==> src/rtl/macguffin_pkg.sv <==
// Shared MacGuffin definitions: block/key widths, the 4-bit S-box, the round
// function f used by both the encryptor Round and the decryptor inv_round, and
// the iterative decryptor state encoding.
package macguffin_pkg;

   localparam int unsigned BLOCK_SIZE = 64;
   localparam int unsigned WORD_W     = BLOCK_SIZE / 4;
   localparam int unsigned KEY_W      = 3 * WORD_W;
   localparam int unsigned WIDX_W     = $clog2(WORD_W);

   // 4-bit S-box, entry i at bits [4*i +: 4]
   localparam logic [15:0][3:0] SBOX = 64'h2174_8FE3_DA09_B65C;

   typedef enum logic [1:0] {IDLE, RUN, DONE} dec_state_t;

   // One output bit of f: bit position j picks which S-box output bit is used
   function automatic logic mg_f_bit(input logic [3:0] idx, input int unsigned j);
      logic [3:0] s;
      s = SBOX[idx];
      return s[2'(j % 4)];
   endfunction

   // f(ctrl_words, key): ctrl = {w3, w2, w1}, key = {k2, k1, k0}
   function automatic logic [WORD_W-1:0] macguffin_f(input logic [KEY_W-1:0] ctrl,
                                                      input logic [KEY_W-1:0] key);
      logic [WORD_W-1:0] a, b, c, f;
      a = ctrl[0*WORD_W +: WORD_W] ^ key[0*WORD_W +: WORD_W];
      b = ctrl[1*WORD_W +: WORD_W] ^ key[1*WORD_W +: WORD_W];
      c = ctrl[2*WORD_W +: WORD_W] ^ key[2*WORD_W +: WORD_W];
      for (int unsigned j = 0; j < WORD_W; j++) begin
         f[WIDX_W'(j)] = mg_f_bit({a[WIDX_W'(j)], b[WIDX_W'(j)], c[WIDX_W'(j)],
                                   a[WIDX_W'((j + 1) % WORD_W)] ^
                                   c[WIDX_W'((j + WORD_W - 1) % WORD_W)]}, j);
      end
      return f;
   endfunction

endpackage

==> src/rtl/decryption_iter_inv_round.sv <==
// Combinational inverse MacGuffin round.
// Round maps words (w0,w1,w2,w3) to (w1,w2,w3,w0^f(w1,w2,w3,k)); this undoes
// the word rotation and removes f from the target word.
// Ports: data_i (block in), key_i (round key), data_c (block out, comb).
module decryption_iter_inv_round
   import macguffin_pkg::*;
#(
   parameter int unsigned block_size = BLOCK_SIZE
) (
   input  logic [block_size-1:0]       data_i,
   input  logic [block_size*3/4-1:0]   key_i,
   output logic [block_size-1:0]       data_c
);

   localparam int unsigned W = block_size / 4;

   logic [W-1:0] w1, w2, w3, t;
   logic [W-1:0] a, b, c, f_c;

   // Undo rotation: word positions shift back by one
   assign w1 = data_i[0*W +: W];
   assign w2 = data_i[1*W +: W];
   assign w3 = data_i[2*W +: W];
   assign t  = data_i[3*W +: W];

   assign a = w1 ^ key_i[0*W +: W];
   assign b = w2 ^ key_i[1*W +: W];
   assign c = w3 ^ key_i[2*W +: W];

   // Bitwise f, written generically so any word width works
   for (genvar j = 0; j < W; j++) begin : g_f
      assign f_c[j] = mg_f_bit({a[j], b[j], c[j], a[(j + 1) % W] ^ c[(j + W - 1) % W]}, j);
   end

   assign data_c = {w3, w2, w1, t ^ f_c};

endmodule

==> src/rtl/decryption_iter.sv <==
// Iterative MacGuffin decryptor: one inverse-round unit reused round_num times
// per block, keys applied from round_num-1 down to 0.
// Ports: clk, rst_n (async active-low), round_keys (encryption order),
// s_axis_* ciphertext in, m_axis_* plaintext out, busy (RUN or DONE).
module decryption_iter
   import macguffin_pkg::*;
#(
   parameter int unsigned round_num  = 32,
   parameter int unsigned block_size = BLOCK_SIZE
) (
   input  logic                                        clk,
   input  logic                                        rst_n,
   input  logic [round_num-1:0][block_size*3/4-1:0]    round_keys,
   input  logic [block_size-1:0]                       s_axis_tdata,
   input  logic                                        s_axis_tvalid,
   output logic                                        s_axis_tready,
   output logic [block_size-1:0]                       m_axis_tdata,
   output logic                                        m_axis_tvalid,
   input  logic                                        m_axis_tready,
   output logic                                        busy
);

   localparam int unsigned KEY_W_L = block_size * 3 / 4;
   localparam int unsigned CNT_W   = (round_num > 1) ? $clog2(round_num) : 1;

   dec_state_t              state_q, state_d;
   logic [block_size-1:0]   data_q, data_d;
   logic [CNT_W-1:0]        cnt_q, cnt_d;
   logic                    tvalid_q, tvalid_d;
   logic                    busy_q, busy_d;
   logic [KEY_W_L-1:0]      key_c;
   logic [block_size-1:0]   inv_data_c;

   // Key mux; a single-round build has only one key
   if (round_num == 1) begin : g_key1
      assign key_c = round_keys[0];
   end else begin : g_keyn
      assign key_c = round_keys[cnt_q];
   end

   decryption_iter_inv_round #(.block_size(block_size)) u_inv_round (
      .data_i (data_q),
      .key_i  (key_c),
      .data_c (inv_data_c)
   );

   // Ready is gated by reset; DONE forwards consumer ready so a new block can
   // be taken on the same edge the result leaves
   assign s_axis_tready = rst_n & ((state_q == IDLE) | ((state_q == DONE) & m_axis_tready));

   // Next-state, datapath and output decode
   always_comb begin
      state_d = state_q;
      data_d  = data_q;
      cnt_d   = cnt_q;
      unique case (state_q)
         IDLE: begin
            if (s_axis_tvalid && s_axis_tready) begin
               data_d  = s_axis_tdata;
               cnt_d   = CNT_W'(round_num - 1);
               state_d = RUN;
            end
         end
         RUN: begin
            data_d = inv_data_c;
            if (cnt_q == '0) state_d = DONE;
            else             cnt_d   = cnt_q - CNT_W'(1);
         end
         DONE: begin
            if (m_axis_tready) begin
               if (s_axis_tvalid) begin
                  data_d  = s_axis_tdata;
                  cnt_d   = CNT_W'(round_num - 1);
                  state_d = RUN;
               end else begin
                  state_d = IDLE;
               end
            end
         end
         default: state_d = IDLE;
      endcase
      tvalid_d = (state_d == DONE);
      busy_d   = (state_d != IDLE);
   end

   always_ff @(posedge clk or negedge rst_n) begin
      if (!rst_n) begin
         state_q  <= IDLE;
         data_q   <= '0;
         cnt_q    <= '0;
         tvalid_q <= 1'b0;
         busy_q   <= 1'b0;
      end else begin
         state_q  <= state_d;
         data_q   <= data_d;
         cnt_q    <= cnt_d;
         tvalid_q <= tvalid_d;
         busy_q   <= busy_d;
      end
   end

   assign m_axis_tdata  = data_q;
   assign m_axis_tvalid = tvalid_q;
   assign busy          = busy_q;

endmodule

==> config.mk <==
export PLATFORM = sky130hd
export DESIGN_NAME = decryption_iter
export DESIGN_NICKNAME = d
export VERILOG_FILES = /design/src/rtl/macguffin_pkg.sv /design/src/rtl/decryption_iter_inv_round.sv /design/src/rtl/decryption_iter.sv
export SDC_FILE = /design/constraint.sdc
export NUM_CORES = 1
export LEC_CHECK = 0
export CAP_MARGIN = 10
export CORE_AREA = 2 2 644 646
export CTS_BUF_LIST = sky130_fd_sc_hd__clkbuf_2 sky130_fd_sc_hd__clkbuf_4 sky130_fd_sc_hd__clkbuf_8
export DETAILED_ROUTE_END_ITERATION = 6
export DIE_AREA = 0 0 646 648
export PLACE_DENSITY_LB_ADDON = 0.3
export SYNTH_ARGS = -nofsm -noshare
export SYNTH_HDL_FRONTEND = slang
export SYNTH_SLANG_ARGS = --single-unit
==> constraint.sdc <==
create_clock -name clk -period 10.28 [get_ports clk]
set_input_delay 3.084 -clock clk [delete_from_list [all_inputs] [get_ports clk]]
set_output_delay 3.084 -clock clk [all_outputs]
set_load 0.05 [all_outputs]
After elaboration in Yosys (flattened, before gate mapping):

Memories as Yosys holds them, arrays and structs flattened.
Index checks and enable logic that the tools add are counted.

* bits of input ports: 1604
* memories kept: 16
* register bits: 73
* bits in read-only memories: 1024

* bitwise gates (word level): 23
* order comparisons: 17
* add/subtract/negate cells: 1
* eq/ne operators: 7
* reductions and logical operators: 7
* muxes and demuxes: 32

Memory list
* (no name shown): words 16, width 4, read ports 1, clocked after Yosys merged registers in 0, wr ports 0, RTL line macguffin_pkg.sv:19 `s = SBOX[idx];`
* (no name shown): words 16, width 4, read ports 1, clocked after Yosys merged registers in 0, wr ports 0, RTL line macguffin_pkg.sv:19
* (no name shown): words 16, width 4, read ports 1, clocked after Yosys merged registers in 0, wr ports 0, RTL line macguffin_pkg.sv:19
* (no name shown): words 16, width 4, read ports 1, clocked after Yosys merged registers in 0, wr ports 0, RTL line macguffin_pkg.sv:19
* (no name shown): words 16, width 4, read ports 1, clocked after Yosys merged registers in 0, wr ports 0, RTL line macguffin_pkg.sv:19
* (no name shown): words 16, width 4, read ports 1, clocked after Yosys merged registers in 0, wr ports 0, RTL line macguffin_pkg.sv:19
* +10 memories

Operators with widths (count)
* binary-select mux 48 bit (select 5 bit): 1
* two-way mux 64 bit: 3
* case mux 64 bit (3 select lines): 1
* less-than comparator 4 x 5 -> 1 bit, second input constant: 16
* bitwise XOR 16 bit: 4
* two-way mux 48 bit: 1
* two-way mux 5 bit: 4
* two-way mux 4 bit: 4
* bitwise XOR 1 bit: 16
* case mux 5 bit (3 select lines): 1
* two-way mux 2 bit: 7
* two-way mux 3 bit: 4
* less-than comparator 5 x 6 -> 1 bit, second input constant: 1
* inequality test 2 bit, second input constant: 3
* case mux 2 bit (3 select lines): 1
* zero test 5 bit: 1
* two-way mux 1 bit: 5
* AND reduction 5 bit: 1
* subtractor 5 x 1 -> 5 bit, second input constant: 1
* == test 2 bit, second input constant: 2
* AND reduction 4 bit: 1
* nonzero test 3 bit: 1
* AND 1 bit: 2
* == test 2 x 1 -> 1 bit, second input constant: 1
* other kinds (5): 5

Depth between registers and ports, before layout:

* depth in word-level cells: 8
* depth in mapped cells: 20
* gate-level depth less buffers: 13

Hierarchy:

From an unflattened synthesis, not the netlist that was laid out.

* cell total of the unflattened synthesis: 1527
* area total of the unflattened synthesis: 17030.1 µm²

Modules (own cells, without submodules)
* decryption_iter: area each 15142.0 µm², times used 1, cells an instance 1298
* decryption_iter_inv_round: area each 1888.1 µm², times used 1, cells an instance 229

Least setup slack after synthesis:

No wires, ideal clock.

* kind: in2out
* start: input port m_axis_tready
* end: output port s_axis_tready
* setup slack: 3555 ps
* path buffers: 0
* required time: 7196 ps
* arrival time: 3641 ps
* stages: 2
* cell sequence: nand2b_1 and3b_1

* cells in the longest elaborated chain, start to end: 3

Ends and longest elaborated chain
* start: declaration: RTL line decryption_iter.sv:19 `input logic m_axis_tready,`
* AND 1 bit: RTL line decryption_iter.sv:49 `assign s_axis_tready = rst_n & ((state_q == IDLE) | ((state_q == DONE) & m_axis_tready));`
* OR 1 bit: RTL line decryption_iter.sv:49
* AND 1 bit: RTL line decryption_iter.sv:49
* end: declaration: RTL line decryption_iter.sv:16 `output logic s_axis_tready,`

No other way between the ends.

Final worst setup path:

Ends and elaborated chain as after synthesis.

==> qor.yml <==
run_status:
  run_status: "finished, final reports clean"
placement:
  io_buffers: 1670
  dp_hpwl_um: 306000
  postPlaceCellArea_um2: 40900
  gp_congestion: 0.912
power:
  ir_drop_mv: 0.164
  leakage_nw: 13.0
  seqPwrFrac_pct: 7.7
  sw_frac_of_total_pct: 59.4
  power.internal_mw: 4.69
  switchingPower_mw: 6.87
  p_per_area_nw_per_um2: 279
  power.share.clock_pct: 2.5
  p_comb_share_pct: 89.8
floorplan:
  rows: 236
  die_x_um: 646
  die-area_um2: 419000
  core_area_um2: 412000
  initial_core_util_pct: 4.27
  ios: 1671
  die_y_um: 648
critical_path:
  worstPathCellList: "clkdlybuf4s50_1 > nand2b_1 > and3b_1 > clkdlybuf4s50_1"
  cp_max_fo: 2
  start_kind: "input port"
  worstSetupPathType: "in2out"
  crit_path_max_incr_delay_ps: 1110
  end_kind: "output port"
  cp_top_family: "buffers and inverters"
  critPathBufInv: 2
  worstPathArrival_ps: 5120
  cp_slowest_cell: "clkdlybuf4s50_1"
  critPathMostFrequentCell: "clkdlybuf4s50_1"
  worstPathRequired_ps: 7200
logic_synthesis:
  synth_edf_count: 0
  syn_nets: 3108
  yosysWarnings: 0
  synth_flop_cell: "dfrtp_1"
  synth.avg_cell_area_um2: 11.9
  syn-cell-area_um2: 17600
  async_reset_ff_share_pct: 100
  ys_ff_latch: 73
  synthCells: 1479
  yosysSeqAreaShare_pct: 10.4
  ys_types: 73
min_path:
  min_path_type: "reg2reg"
timing:
  clock.fmax_ghz: 0.122
  finalSetupTns_ps: 0
  skew_ps: 28.6
  slew_headroom_pct: 21.7
  min_period_ps: 8210
  hold_viol_final: 0
  setup-violations-final: 0
  worst_pin_slew_ps: 1160
  finalCritPeriodShare_pct: 79.8
  grt_setup_unrepaired: "false"
  slew_violations: 0
clock_network:
  clockBufferDepth: 2
  cts-root-buf: "clkbuf_8"
  clk_latency_ps: 440
  cts_setup_buffers: 0
  cts_tree: "yes"
  cts_buffers: 9
  numClockSinks: 73
  ctsHoldBuffers: 0
  clkTransAtPathRegs_ps: 90
  h-tree-depth: 3
  ctsResizeCount: 0
grt:
  antenna_found_initial: 430
  grt_pass1_wl_um: 384000
  grt_max_degree: 105
  grt_pass1_vias: 24600
  grt-ovfl-total: 0
  grtUsageTotal_pct: 15.2
flow_run:
  drv_cap: 0
layout:
  final_cell_area_um2: 41400
  nets: 4707
  drive_gt1_share_pct: 17.1
  syn_to_final_growth_pct: 136
route:
  drtPass1Iterations: 5
  via_count: 24500
  drtIter0Drc: 2070
  wl_um: 333000
  viasPerCell: 2.82
  drc_errors: 0
  ant_nets: 0
  wl_per_cell_um: 38.3
path summary, 6_finish.rpt:
| check | to | cells after the start | start | slack, ps |
|---|---|---|---|---|
| worst min-delay path | m_axis_tdata[25] | 2 | m_axis_tdata[9] | 570 |
| worst min register to register | m_axis_tdata[25] | 2 | m_axis_tdata[9] | 570 |
| min in group asynchronous | m_axis_tdata[63] | 1 | rst_n | 2590 |
| worst max-delay path | s_axis_tready | 4 | m_axis_tready | 2070 |
| worst max register to register | m_axis_tdata[15] | 13 | cnt_q[0] | 4460 |
| max in group asynchronous | cnt_q[1] | 2 | rst_n | 6430 |
registers in the layout, summed over array words and instances, names as in the netlist:
name,flops
cnt_q,5
state_q,2
busy,1
m_axis_tdata,64
m_axis_tvalid,1
power groups by stage:
stage          logic [mW]  clock network (mW)  registers [mW]
2_1_floorplan        5.44                   0            1.05
3_3_place_gp         10.9                   0           0.936
3_5_place_dp         10.9                   0           0.936
4_1_cts              11.0               0.305           0.933
5_1_grt              11.2               0.313           0.930
6_report             10.4               0.295           0.888
cell usage after synthesis, drive strengths merged (16+ instances only):
cell	number	area (µm²)
xor2	33	297
a21oi	29	145
nor2b	17	106
a22oi	21	158
o21ai	61	313
clkbuf	41	154
xnor2	45	417
nand2	156	586
o22ai	42	263
mux4	368	8310
inv	27	101
mux2i	181	1810
a32oi	35	307
buf	116	905
o221ai	20	175
nor2	25	93.8
a211oi	16	120
ha	25	313
dfrtp	73	1830
tightest hold or removal path, stage by stage (launching register included):
cell and delay (ps):
dfrtp_1 410, nand2_1 60, o21ai_0 70
kinds of logic (layout without fill, tap and decap cells):
logic type | count (synthesis) | count (layout) | synth area share [%]
muxes | 562 | 562 | 58.4
xor gates and xnor gates | 81 | 81 | 4.45
DFF | 73 | 73 | 10.4
other | 0 | 134 | 0
AOI/OAI and AO/OA | 267 | 267 | 10.5
buffers and inverters | 184 | 1788 | 6.59
adders and majority gates | 25 | 25 | 1.78
and+or+nand+nor | 287 | 287 | 7.90
layer usage:
| layer | part of all wire [%] | global-route usage [%] | wire length [µm] |
|---|---|---|---|
| met1 | 36 | 16.1 | 119000 |
| met2 | 51 | 27.9 | 168000 |
| met3 | 9.7 | 5.95 | 32300 |
| met4 | 3.5 | 3.69 | 11500 |
| met5 | 0.43 | 0 | 1440 |
metrics by stage:
step	hold WS, ps	setup slack (ps)	util, %	total power [mW]	std cells
after floorplan	661	3550	-	6.49	1479
after global placement	525	2020	9.92	11.8	8541
after detailed placement	536	2040	9.92	11.9	8541
after CTS	557	2020	9.98	12.2	8557
after global routing	602	1980	10.0	12.5	8620
final	567	2070	10.1	11.6	8691
layout by cell type, fill, tap and decap left out, drive strengths merged, types with 12 or more instances in the layout:
master / count
or3b: 12
nor2: 25
o22ai: 42
xnor2: 45
o221ai: 20
diode: 134
mux2: 13
mux4: 368
a22oi: 21
clkdlybuf4s50: 1669
o21ai: 61
buf: 76
a211oi: 16
inv: 28
xor2: 33
nor2b: 17
nand2: 156
dfrtp: 73
mux2i: 181
a32oi: 35
ha: 25
a21oi: 29
final cells by class:
class                      count  area, µm²
sequential                    73       1850
inverter                      27        108
tap                         5474       6850
antenna                      134        335
clock buffer                   9        124
multi-input combinational   1222      14700
clock inverter                 7        103
fill                       47400     370000
timing repair buffer        1745      17300
No activity file was read; power rests on OpenSTA's default activity.
